`src/rtl/cam_ctrl_if.sv`:
```
// Request/response and status bundle between the command logic (master)
// and the CAM sequencing controller (slave).
interface cam_ctrl_if #(
  parameter int DATA_WIDTH = 4,
  parameter int ADDR_WIDTH = 4
);
  logic                  req_valid;
  logic                  req_ready;
  logic [1:0]            req_op;
  logic [DATA_WIDTH-1:0] req_key;
  logic                  rsp_valid;
  logic                  rsp_hit;
  logic [ADDR_WIDTH-1:0] rsp_addr;
  logic                  rsp_err;
  logic [ADDR_WIDTH:0]   count;
  logic                  full;

  modport master (
    output req_valid, req_op, req_key,
    input  req_ready, rsp_valid, rsp_hit, rsp_addr, rsp_err, count, full
  );

  modport slave (
    input  req_valid, req_op, req_key,
    output req_ready, rsp_valid, rsp_hit, rsp_addr, rsp_err, count, full
  );
endinterface

```
`src/rtl/cam_ctrl.sv`:
```
// Sequencing controller for the RAM-based CAM array: lookup, insert with
// duplicate rejection and sequential allocation, and clear-all.
module cam_ctrl #(
  parameter int DATA_WIDTH = 4,
  parameter int ADDR_WIDTH = 4
) (
  input  logic                         clk,
  input  logic                         rst,
  cam_ctrl_if.slave                    ctrl,
  output logic                         cam_rst,
  output logic                         cam_write,
  output logic [ADDR_WIDTH-1:0]        cam_a_addr,
  output logic [DATA_WIDTH-1:0]        cam_a_din,
  output logic [DATA_WIDTH-1:0]        cam_b_din,
  input  logic [(1<<ADDR_WIDTH)-1:0]   cam_match
);
  localparam int ENTRIES = 1 << ADDR_WIDTH;

  localparam logic [1:0] S_IDLE   = 2'd0;
  localparam logic [1:0] S_SEARCH = 2'd1;
  localparam logic [1:0] S_WRITE  = 2'd2;
  localparam logic [1:0] S_CLEAR  = 2'd3;

  localparam logic [1:0] OP_LOOKUP = 2'b00;
  localparam logic [1:0] OP_INSERT = 2'b01;
  localparam logic [1:0] OP_CLEAR  = 2'b10;

  logic [1:0]            r_state;
  logic [1:0]            r_op;
  logic [DATA_WIDTH-1:0] r_key;
  logic [ADDR_WIDTH:0]   r_count;
  logic                  r_rsp_valid;
  logic                  r_rsp_hit;
  logic [ADDR_WIDTH-1:0] r_rsp_addr;
  logic                  r_rsp_err;
  logic                  r_cam_rst;
  logic                  r_cam_write;
  logic [ADDR_WIDTH-1:0] r_cam_a_addr;
  logic [DATA_WIDTH-1:0] r_cam_a_din;
  logic [DATA_WIDTH-1:0] r_cam_b_din;

  logic                  w_hit;
  logic                  w_full;
  logic [ADDR_WIDTH-1:0] w_enc_addr;

  assign w_hit  = |cam_match;
  assign w_full = (r_count == (ADDR_WIDTH+1)'(ENTRIES));

  // Scan from the top down so the lowest matching index is the last assignment.
  always_comb begin
    // NOTE: every always_comb output gets a default first so no path leaves it unassigned (no latch).
    w_enc_addr = '0;
    for (int i = ENTRIES - 1; i >= 0; i--) begin
      if (cam_match[i]) w_enc_addr = ADDR_WIDTH'(i);
    end
  end

  always_ff @(posedge clk) begin
    // NOTE: state registers use non-blocking assignment so every flop samples pre-edge values.
    if (rst) begin
      r_state      <= S_IDLE;
      r_op         <= OP_LOOKUP;
      r_key        <= '0;
      r_count      <= '0;
      r_rsp_valid  <= 1'b0;
      r_rsp_hit    <= 1'b0;
      r_rsp_addr   <= '0;
      r_rsp_err    <= 1'b0;
      r_cam_rst    <= 1'b1;
      r_cam_write  <= 1'b0;
      r_cam_a_addr <= '0;
      r_cam_a_din  <= '0;
      r_cam_b_din  <= '0;
    end else begin
      r_rsp_valid <= 1'b0;
      r_cam_rst   <= 1'b0;
      case (r_state)
        S_IDLE: begin
          if (ctrl.req_valid) begin
            case (ctrl.req_op)
              OP_LOOKUP, OP_INSERT: begin
                r_cam_b_din <= ctrl.req_key;
                r_op        <= ctrl.req_op;
                r_key       <= ctrl.req_key;
                r_state     <= S_SEARCH;
              end
              OP_CLEAR: begin
                r_cam_rst <= 1'b1;
                r_state   <= S_CLEAR;
              end
              default: begin
                r_rsp_valid <= 1'b1;
                r_rsp_err   <= 1'b1;
                r_rsp_hit   <= 1'b0;
              end
            endcase
          end
        end
        S_SEARCH: begin
          // cam_match now reflects the key registered on the accept edge.
          if (r_op == OP_INSERT && !w_hit && !w_full) begin
            r_cam_write  <= 1'b1;
            r_cam_a_addr <= r_count[ADDR_WIDTH-1:0];
            r_cam_a_din  <= r_key;
            r_state      <= S_WRITE;
          end else begin
            r_rsp_valid <= 1'b1;
            r_rsp_hit   <= w_hit;
            r_rsp_addr  <= w_hit ? w_enc_addr : '0;
            r_rsp_err   <= (r_op == OP_INSERT) && !w_hit;
            r_state     <= S_IDLE;
          end
        end
        S_WRITE: begin
          r_cam_write <= 1'b0;
          r_count     <= r_count + 1'b1;
          r_rsp_valid <= 1'b1;
          r_rsp_hit   <= 1'b0;
          r_rsp_err   <= 1'b0;
          r_rsp_addr  <= r_cam_a_addr;
          r_state     <= S_IDLE;
        end
        S_CLEAR: begin
          r_count     <= '0;
          r_rsp_valid <= 1'b1;
          r_rsp_hit   <= 1'b0;
          r_rsp_err   <= 1'b0;
          r_state     <= S_IDLE;
        end
        default: r_state <= S_IDLE;
      endcase
    end
  end

  assign ctrl.req_ready = (r_state == S_IDLE) && !rst;
  assign ctrl.rsp_valid = r_rsp_valid;
  assign ctrl.rsp_hit   = r_rsp_hit;
  assign ctrl.rsp_addr  = r_rsp_addr;
  assign ctrl.rsp_err   = r_rsp_err;
  assign ctrl.count     = r_count;
  assign ctrl.full      = w_full;

  assign cam_rst    = r_cam_rst;
  assign cam_write  = r_cam_write;
  assign cam_a_addr = r_cam_a_addr;
  assign cam_a_din  = r_cam_a_din;
  assign cam_b_din  = r_cam_b_din;
endmodule

```
`src/flat_wrapper.sv`:
```
// flat-port wrapper written by rule: the top's interface ports become plain ports
module cam_ctrl_flat 
#(
  parameter int DATA_WIDTH = 4,
  parameter int ADDR_WIDTH = 4
)
  (clk, rst, cam_rst, cam_write, cam_a_addr, cam_a_din, cam_b_din, cam_match, ctrl_req_valid, ctrl_req_op, ctrl_req_key, ctrl_req_ready, ctrl_rsp_valid, ctrl_rsp_hit, ctrl_rsp_addr, ctrl_rsp_err, ctrl_count, ctrl_full);
  cam_ctrl_if #(.DATA_WIDTH(DATA_WIDTH), .ADDR_WIDTH(ADDR_WIDTH)) ctrl_i ();
  input  logic clk;
  input  logic rst;
  output logic cam_rst;
  output logic cam_write;
  output logic [ADDR_WIDTH-1:0] cam_a_addr;
  output logic [DATA_WIDTH-1:0] cam_a_din;
  output logic [DATA_WIDTH-1:0] cam_b_din;
  input  logic [(1<<ADDR_WIDTH)-1:0] cam_match;
  input wire logic [$bits(ctrl_i.req_valid)-1:0] ctrl_req_valid;
  input wire logic [$bits(ctrl_i.req_op)-1:0] ctrl_req_op;
  input wire logic [$bits(ctrl_i.req_key)-1:0] ctrl_req_key;
  output wire logic [$bits(ctrl_i.req_ready)-1:0] ctrl_req_ready;
  output wire logic [$bits(ctrl_i.rsp_valid)-1:0] ctrl_rsp_valid;
  output wire logic [$bits(ctrl_i.rsp_hit)-1:0] ctrl_rsp_hit;
  output wire logic [$bits(ctrl_i.rsp_addr)-1:0] ctrl_rsp_addr;
  output wire logic [$bits(ctrl_i.rsp_err)-1:0] ctrl_rsp_err;
  output wire logic [$bits(ctrl_i.count)-1:0] ctrl_count;
  output wire logic [$bits(ctrl_i.full)-1:0] ctrl_full;
  assign ctrl_i.req_valid = ctrl_req_valid;
  assign ctrl_i.req_op = ctrl_req_op;
  assign ctrl_i.req_key = ctrl_req_key;
  assign ctrl_req_ready = ctrl_i.req_ready;
  assign ctrl_rsp_valid = ctrl_i.rsp_valid;
  assign ctrl_rsp_hit = ctrl_i.rsp_hit;
  assign ctrl_rsp_addr = ctrl_i.rsp_addr;
  assign ctrl_rsp_err = ctrl_i.rsp_err;
  assign ctrl_count = ctrl_i.count;
  assign ctrl_full = ctrl_i.full;
  cam_ctrl #(.DATA_WIDTH(DATA_WIDTH), .ADDR_WIDTH(ADDR_WIDTH)) u_core (.clk(clk), .rst(rst), .ctrl(ctrl_i), .cam_rst(cam_rst), .cam_write(cam_write), .cam_a_addr(cam_a_addr), .cam_a_din(cam_a_din), .cam_b_din(cam_b_din), .cam_match(cam_match));
endmodule
```
`config.mk`:
```
export PLATFORM = sky130hd
export DESIGN_NAME = cam_ctrl_flat
export DESIGN_NICKNAME = d
export VERILOG_FILES = /design/src/rtl/cam_ctrl_if.sv /design/src/rtl/cam_ctrl.sv /design/src/flat_wrapper.sv
export SDC_FILE = /design/constraint.sdc
export NUM_CORES = 1
export LEC_CHECK = 0
export BUFFER_PORTS_ARGS = -buffer_cell sky130_fd_sc_hd__buf_4
export CORE_MARGIN = 5
export CORE_UTILIZATION = 33
export DETAILED_ROUTE_END_ITERATION = 7
export SLEW_MARGIN = 10
export SYNTH_ARGS = -nofsm -noshare
export SYNTH_HDL_FRONTEND = slang
export SYNTH_SLANG_ARGS = --single-unit
```
`constraint.sdc`:
```
create_clock -name clk -period 1.8 [get_ports clk]
set_input_delay 0.18 -clock clk [delete_from_list [all_inputs] [get_ports clk]]
set_output_delay 0.18 -clock clk [all_outputs]
set_load 0.02 [all_outputs]
```
==> results_dict.tcl, run 1 <==
set metrics [dict create \
    timing.critical_path.from_type "flip-flop" \
    netlist_top_cells_count "nor2_1 (31), dfxtp_1 (30), mux2i_1 (15), a21oi_1 (10)" \
    fp.dieArea_mm2 0.00595 \
    cts_sinks 30 \
    place_inst 269 \
    grt_pass1_vias 1296 \
    seq_power_share_pct 45.2 \
    detailedPlacementHpwl_um 2790 \
    floorplan_die_height_um 77.1 \
    cts_tree "done" \
    postCtsHoldBufs 0 \
    synth_largest_area_cell "dfxtp_1" \
    number_of_pins_exceeding_their_max_slew_limit_in_the_final_report 0 \
    layout_min_cycle_time_ns 1.70 \
    start_util_pct 34.2 \
    insertion_delay_ns 0.28 \
    ys_ff_latch 30 \
    timing.setup.critical_path_class "reg2reg" \
    power.clock.fraction_pct 41.2 \
    power.ir.vdd_worst_uv 423 \
    unrepaired_setup_endpoints_after_global_routing "no" \
    area_growth_syn_to_layout_pct 42.1 \
    static_leakage_nw 0.914 \
    antenna-diode-count 0 \
    fin_crit_sh_pct 94.2 \
    avgSynthCellArea_um2 9.18 \
    r2r_cells 8 \
    drv.max_cap_violation_count 0 \
    postSynth.asyncResetShare_pct 0 \
    route.vias.total 1345 \
    antenna_found_initial 0 \
    route.final.wire_length_um 3670 \
    worst_ep_arrival_time_ns 1.85 \
    yosys.cell_count.top_type "nor2_1" \
    tritoncts.num_buffers 5 \
    share_comb_of_total_power_pct 13.6 \
    synth_top_area_share_pct 40.4 \
    post_route_cells_drive_above_1_share_pct 38.2 \
    remaining_drc_errors 0 \
    netSwitchingPower_w 0.000362 \
    yosysSeqAreaShare_pct 40.4 \
    h_tree_depth 2 \
    final_cells 277 \
    gp_routability_congestion 0.746 \
    post_synth_num_cell_types 42 \
    synth.yosys.warnings 0 \
    overflow 0 \
    finClkSkew_ns 0.00651 \
    antenna_left 0 \
    fp.coreArea_mm2 0.00435 \
    max-slew-margin-rel_pct 70.8 \
    route.detailed.vias_per_inst 4.86 \
    grt_max_degree 31 \
    clk_root_buffer_cell "clkbuf_8" \
    post_layout_net_count 252 \
    drt-pass1-iter-count 4 \
    grt_first_pass_wirelength_um 6210 \
    synth_edf_count 0 \
    worst_slew_pin_slew_ns 0.432 \
    synth_nets 189 \
    cts_buffer_depth 2 \
    finalSetupTns_ns 0 \
    maximum_net_fanout_on_the_critical_path 11 \
    utilization_after_layout_pct 48.5 \
    timing.hold.worst_path_depth 2 \
    netSwitchingFraction_pct 23.7 \
    fill_cells 416 \
    wl_per_cell_um 13.3 \
    timing.hold.worst.class "in2reg" \
    synth-main-ff-cell "dfxtp_1" \
    detailedRoute.firstIterationViolations 51 \
    syn-instance-count 162 \
    die_x_um 77.1 \
    ioPinCount 53 \
    yosys-top-cells-area "dfxtp_1 (40%), mux2i_1 (10%), nor2_1 (7.8%)" \
    cts.clk_slew.worst_paths_ns 0.07 \
    finalHoldViolations 0 \
    pwr_density_cell_mw_per_mm2 722 \
    number_of_setup_violations_in_the_final_report 0 \
    place.port_buffers 52 \
    setup.worst_path.end_class "flip-flop" \
    floorplan.rows 24 \
    grtUsageTotal_pct 12.9 \
    cp.required_ns 1.96 \
    max_freq_mhz 590 \
    intPower_w 0.00116 \
    run_status "finished, final reports clean" \
    cell_area_after_synthesis_mm2 0.00149 \
]
## repair_timing
| item | 4_1_cts | 5_1_grt |
|---|---|---|
| endpoints found under the setup margin | 0 | 5 |
| gates resized for setup | 0 | 2 |
| setup buffers | 0 | 1 |
## cell type report
cell class                      count  area (um^2)  share of cell area [%]
Multi-Input combinational cell    116          813                    38.5
Sequential cell                    30          608                    28.8
Timing Repair Buffer               63          485                    23.0
Clock buffer                        7          108                    5.09
Tap cell                           52         65.1                    3.08
Inverter                            9         33.8                    1.60
## layer usage
layer,vias to the layer above,wire length (um),GRT usage [%]
met2,47,1580,18.6
met4,0,57,6.19
met3,4,319,5.62
met1,603,1720,16.4
li1,691,-,-
met5,-,0,0
## worst paths after layout
check	slack, ns	startpoint	to
max	0.10	u_core.ctrl.count[1]$_SDFFE_PP0N_	u_core.cam_a_din[2]$_SDFFE_PP0P_
min	0.10	ctrl_req_op[0]	u_core.r_state[0]$_SDFFE_PP0P_
max reg2reg	0.10	u_core.ctrl.count[1]$_SDFFE_PP0N_	u_core.cam_a_din[2]$_SDFFE_PP0P_
min reg2reg	0.47	u_core.r_op[1]$_SDFFE_PP0P_	u_core.r_op[1]$_SDFFE_PP0P_
## worst max-delay path: stages (launching register included)
cell	delay, ns
dfxtp_4	0.37
inv_2	0.04
ha_2	0.16
nor4bb_4	0.15
or2_4	0.28
nor3_4	0.17
buf_12	0.17
mux2i_1	0.19
nor2_1	0.05
## cells by family (layout without fill, tap and decap cells)
kind of cell               count (synthesis)  count (layout)  share of synthesized area [%]
and+or+nand+nor                           67              67                           27.2
DFF                                       30              30                           40.4
AOI/OAI and AO/OA                         29              29                           12.8
buffers and inverters                     16              79                           6.14
muxes                                     15              15                           10.1
xor gates and xnor gates                   3               3                           1.77
adders and majority gates                  2               2                           1.68
## cell usage in the layout, fill, tap and decap left out, types with 2 or more instances in the layout
master,instances
xor2_1,3
nand2_1,8
nor3_1,4
inv_1,7
o21a_1,2
mux2i_1,15
a21o_1,3
a21oi_1,10
dfxtp_4,2
nand4_1,2
clkbuf_8,6
o21ai_0,4
nor4_4,3
nand2b_1,2
nor2_1,31
inv_2,2
buf_4,62
nor4_1,3
nor2b_1,2
or2b_2,2
dfxtp_1,28
## power groups by stage
stage	Sequential (W)	Combinational, W	Clock (W)
global route	0.000692	0.000227	0.000680
global placement	0.000704	0.000207	0
detailed placement	0.000704	0.000209	0
CTS	0.000690	0.000209	0.000645
finish	0.000690	0.000207	0.000628
floorplan	0.000720	0.0000854	0
## metrics by stage
step | power, W | hold slack (ns) | setup slack [ns] | area (um^2)
4_1_cts | 0.00154 | 0.0945 | 0.0548 | 2100
2_1_floorplan | 0.000806 | 0.273 | 0.0127 | 1510
3_3_place_gp | 0.000911 | 0.397 | 0.125 | 2000
6_report | 0.00152 | 0.101 | 0.104 | 2110
5_1_grt | 0.00160 | 0.104 | 0.00674 | 2110
3_5_place_dp | 0.000913 | 0.397 | 0.0690 | 2000
## state kept, by name, indices dropped and copies added (netlist names)
name / count
u_core.cam_a_addr: 4
u_core.cam_a_din: 4
u_core.cam_b_din: 4
u_core.cam_rst: 1
u_core.cam_write: 1
u_core.ctrl.count: 5
u_core.ctrl.rsp_addr: 4
u_core.ctrl.rsp_err: 1
u_core.ctrl.rsp_hit: 1
u_core.ctrl.rsp_valid: 1
u_core.r_op: 2
u_core.r_state: 2
(Power assumes the default switching activity.)
==> run 2: changes to the inputs <==
Clock period 1.8 ns to 1.73 ns, I/O delays scaled along.
==> results_dict.tcl, run 2 (synthesis gave the netlist of run 1 again) <==
set metrics [dict create \
    fin_crit_sh_pct 94.6 \
    finalHoldViolations 0 \
    cp.required_ns 1.89 \
    floorplan_die_height_um 77.1 \
    h_tree_depth 2 \
    layout.cell_area.non_filler_mm2 0.00212 \
    drv.max_cap_violation_count 0 \
    place.port_buffers 52 \
    worst_slew_pin_slew_ns 0.420 \
    insertion_delay_ns 0.27 \
    setup_slack_ns 0.0931 \
    start_util_pct 34.2 \
    post_route_cells_drive_above_1_share_pct 38.8 \
    pwr_density_cell_mw_per_mm2 710 \
    timing.hold.worst_path_depth 2 \
    dp_worst_setup_slack_ns 0.0365 \
    crit_chain "inv_4 -> ha_4 -> nor4bb_4 -> or2_4 -> nor3_4 -> buf_12 -> mux2i_1 -> nor2_1" \
    p_total_w 0.00150 \
    grt_max_degree 31 \
    route.final.wire_length_um 3730 \
    cts_sinks 30 \
    detailedPlacementHpwl_um 2880 \
    cts.clk_slew.worst_paths_ns 0.06 \
    die_x_um 77.1 \
    grtUsageTotal_pct 13.1 \
    setup.worst_path.end_class "flip-flop" \
    gp_routability_congestion 0.761 \
    finalSetupTns_ns 0 \
    wl_per_cell_um 13.4 \
    crit_buf_inv 2 \
    power.ir.vdd_worst_uv 402 \
    instance_area_after_placement_mm2 0.00201 \
    grt_pass1_vias 1360 \
    remaining_drc_errors 0 \
    clk_root_buffer_cell "clkbuf_8" \
    unrepaired_setup_endpoints_after_global_routing "yes" \
    r2r_cells 8 \
    commonest_non_fill_non_tap_cell_in_the_layout "buf_4" \
    route.vias.total 1357 \
    number_of_pins_exceeding_their_max_slew_limit_in_the_final_report 0 \
    post_layout_net_count 253 \
    antenna_left 0 \
    area_growth_syn_to_layout_pct 42.3 \
    fp.dieArea_mm2 0.00595 \
    layout.cells.most_common_list "buf_4 (63), nor2_1 (31), dfxtp_1 (28)" \
    grt_first_pass_wirelength_um 6380 \
    cts_buffer_depth 2 \
    antenna_found_initial 0 \
    run_status "finished, final reports clean" \
    detailedRoute.firstIterationViolations 58 \
    finClkSkew_ns 0.00619 \
    ioPinCount 53 \
    layout_min_cycle_time_ns 1.64 \
    cts_tree "done" \
    timing.critical_path.from_type "flip-flop" \
    crit_cells 8 \
    fp.coreArea_mm2 0.00435 \
    overflow 0 \
    worst_path_max_delay_cell "dfxtp_4" \
    place_inst 271 \
    postCtsHoldBufs 0 \
    final_cells 279 \
    max-slew-margin-rel_pct 71.8 \
    flip_flop_count_of_the_largest_register_all_copies_and_words_added 5 \
    floorplan.rows 24 \
    antenna-diode-count 0 \
    tritoncts.num_buffers 5 \
    path_delay_family "simple AND/OR/NAND/NOR gates" \
    static_leakage_nw 0.915 \
    number_of_setup_violations_in_the_final_report 0 \
    timing.setup.critical_path_class "reg2reg" \
    worst_path_largest_cell_delay_ns 0.35 \
    route.detailed.vias_per_inst 4.86 \
    drt-pass1-iter-count 4 \
    max_freq_mhz 611 \
    worst_ep_arrival_time_ns 1.79 \
    timing.hold.worst.class "in2reg" \
    maximum_net_fanout_on_the_critical_path 13 \
]
[run 2: worst paths after layout]
path	from	end	slack, ns
max	u_core.ctrl.count[0]$_SDFFE_PP0N_	u_core.cam_a_din[2]$_SDFFE_PP0P_	0.09
min	ctrl_req_op[0]	u_core.r_state[0]$_SDFFE_PP0P_	0.10
max reg2reg	u_core.ctrl.count[0]$_SDFFE_PP0N_	u_core.cam_a_din[2]$_SDFFE_PP0P_	0.09
min reg2reg	u_core.r_op[1]$_SDFFE_PP0P_	u_core.r_op[1]$_SDFFE_PP0P_	0.47
[run 2: per-layer routing]
metal  track usage (%)  wire length (um)  vias to the layer above
li1                  -                 -                      700
met2              19.5              1640                       40
met4              5.15                61                        0
met5                 0                 0                        -
met1              17.3              1820                      612
met3              4.22               212                        5
[run 2: timing repair]
action / in CTS / in global routing
gates resized for setup: 0 / 3
buffers inserted: 0 / 0
setup endpoints to repair: 0 / 6
[run 2: area by class of cell]
cell class | count | area, um^2
clock buffer | 7 | 86.3
clock inverter | 1 | 5.00
fill | 420 | 2240
inverter | 9 | 36.3
multi-input combinational | 116 | 823
sequential | 30 | 608
tap | 52 | 65.1
timing repair buffer | 64 | 493
[run 2: where the power goes]
part | leakage [nW] | switching [W] | total, W | internal (W)
Sequential | 0.245 | 0.0000103 | 0.000717 | 0.000707
Combinational | 0.621 | 0.000116 | 0.000220 | 0.000104
Clock | 0.0482 | 0.000245 | 0.000565 | 0.000320
Total | 0.915 | 0.000371 | 0.00150 | 0.00113
[run 2: through the flow]
| step | util [%] | hold slack [ns] |
|---|---|---|
| floorplan | - | 0.266 |
| global placement | 46.2 | 0.389 |
| detailed placement | 46.2 | 0.388 |
| CTS | 48.3 | 0.0904 |
| global route | 48.6 | 0.0951 |
| finish | 48.6 | 0.101 |
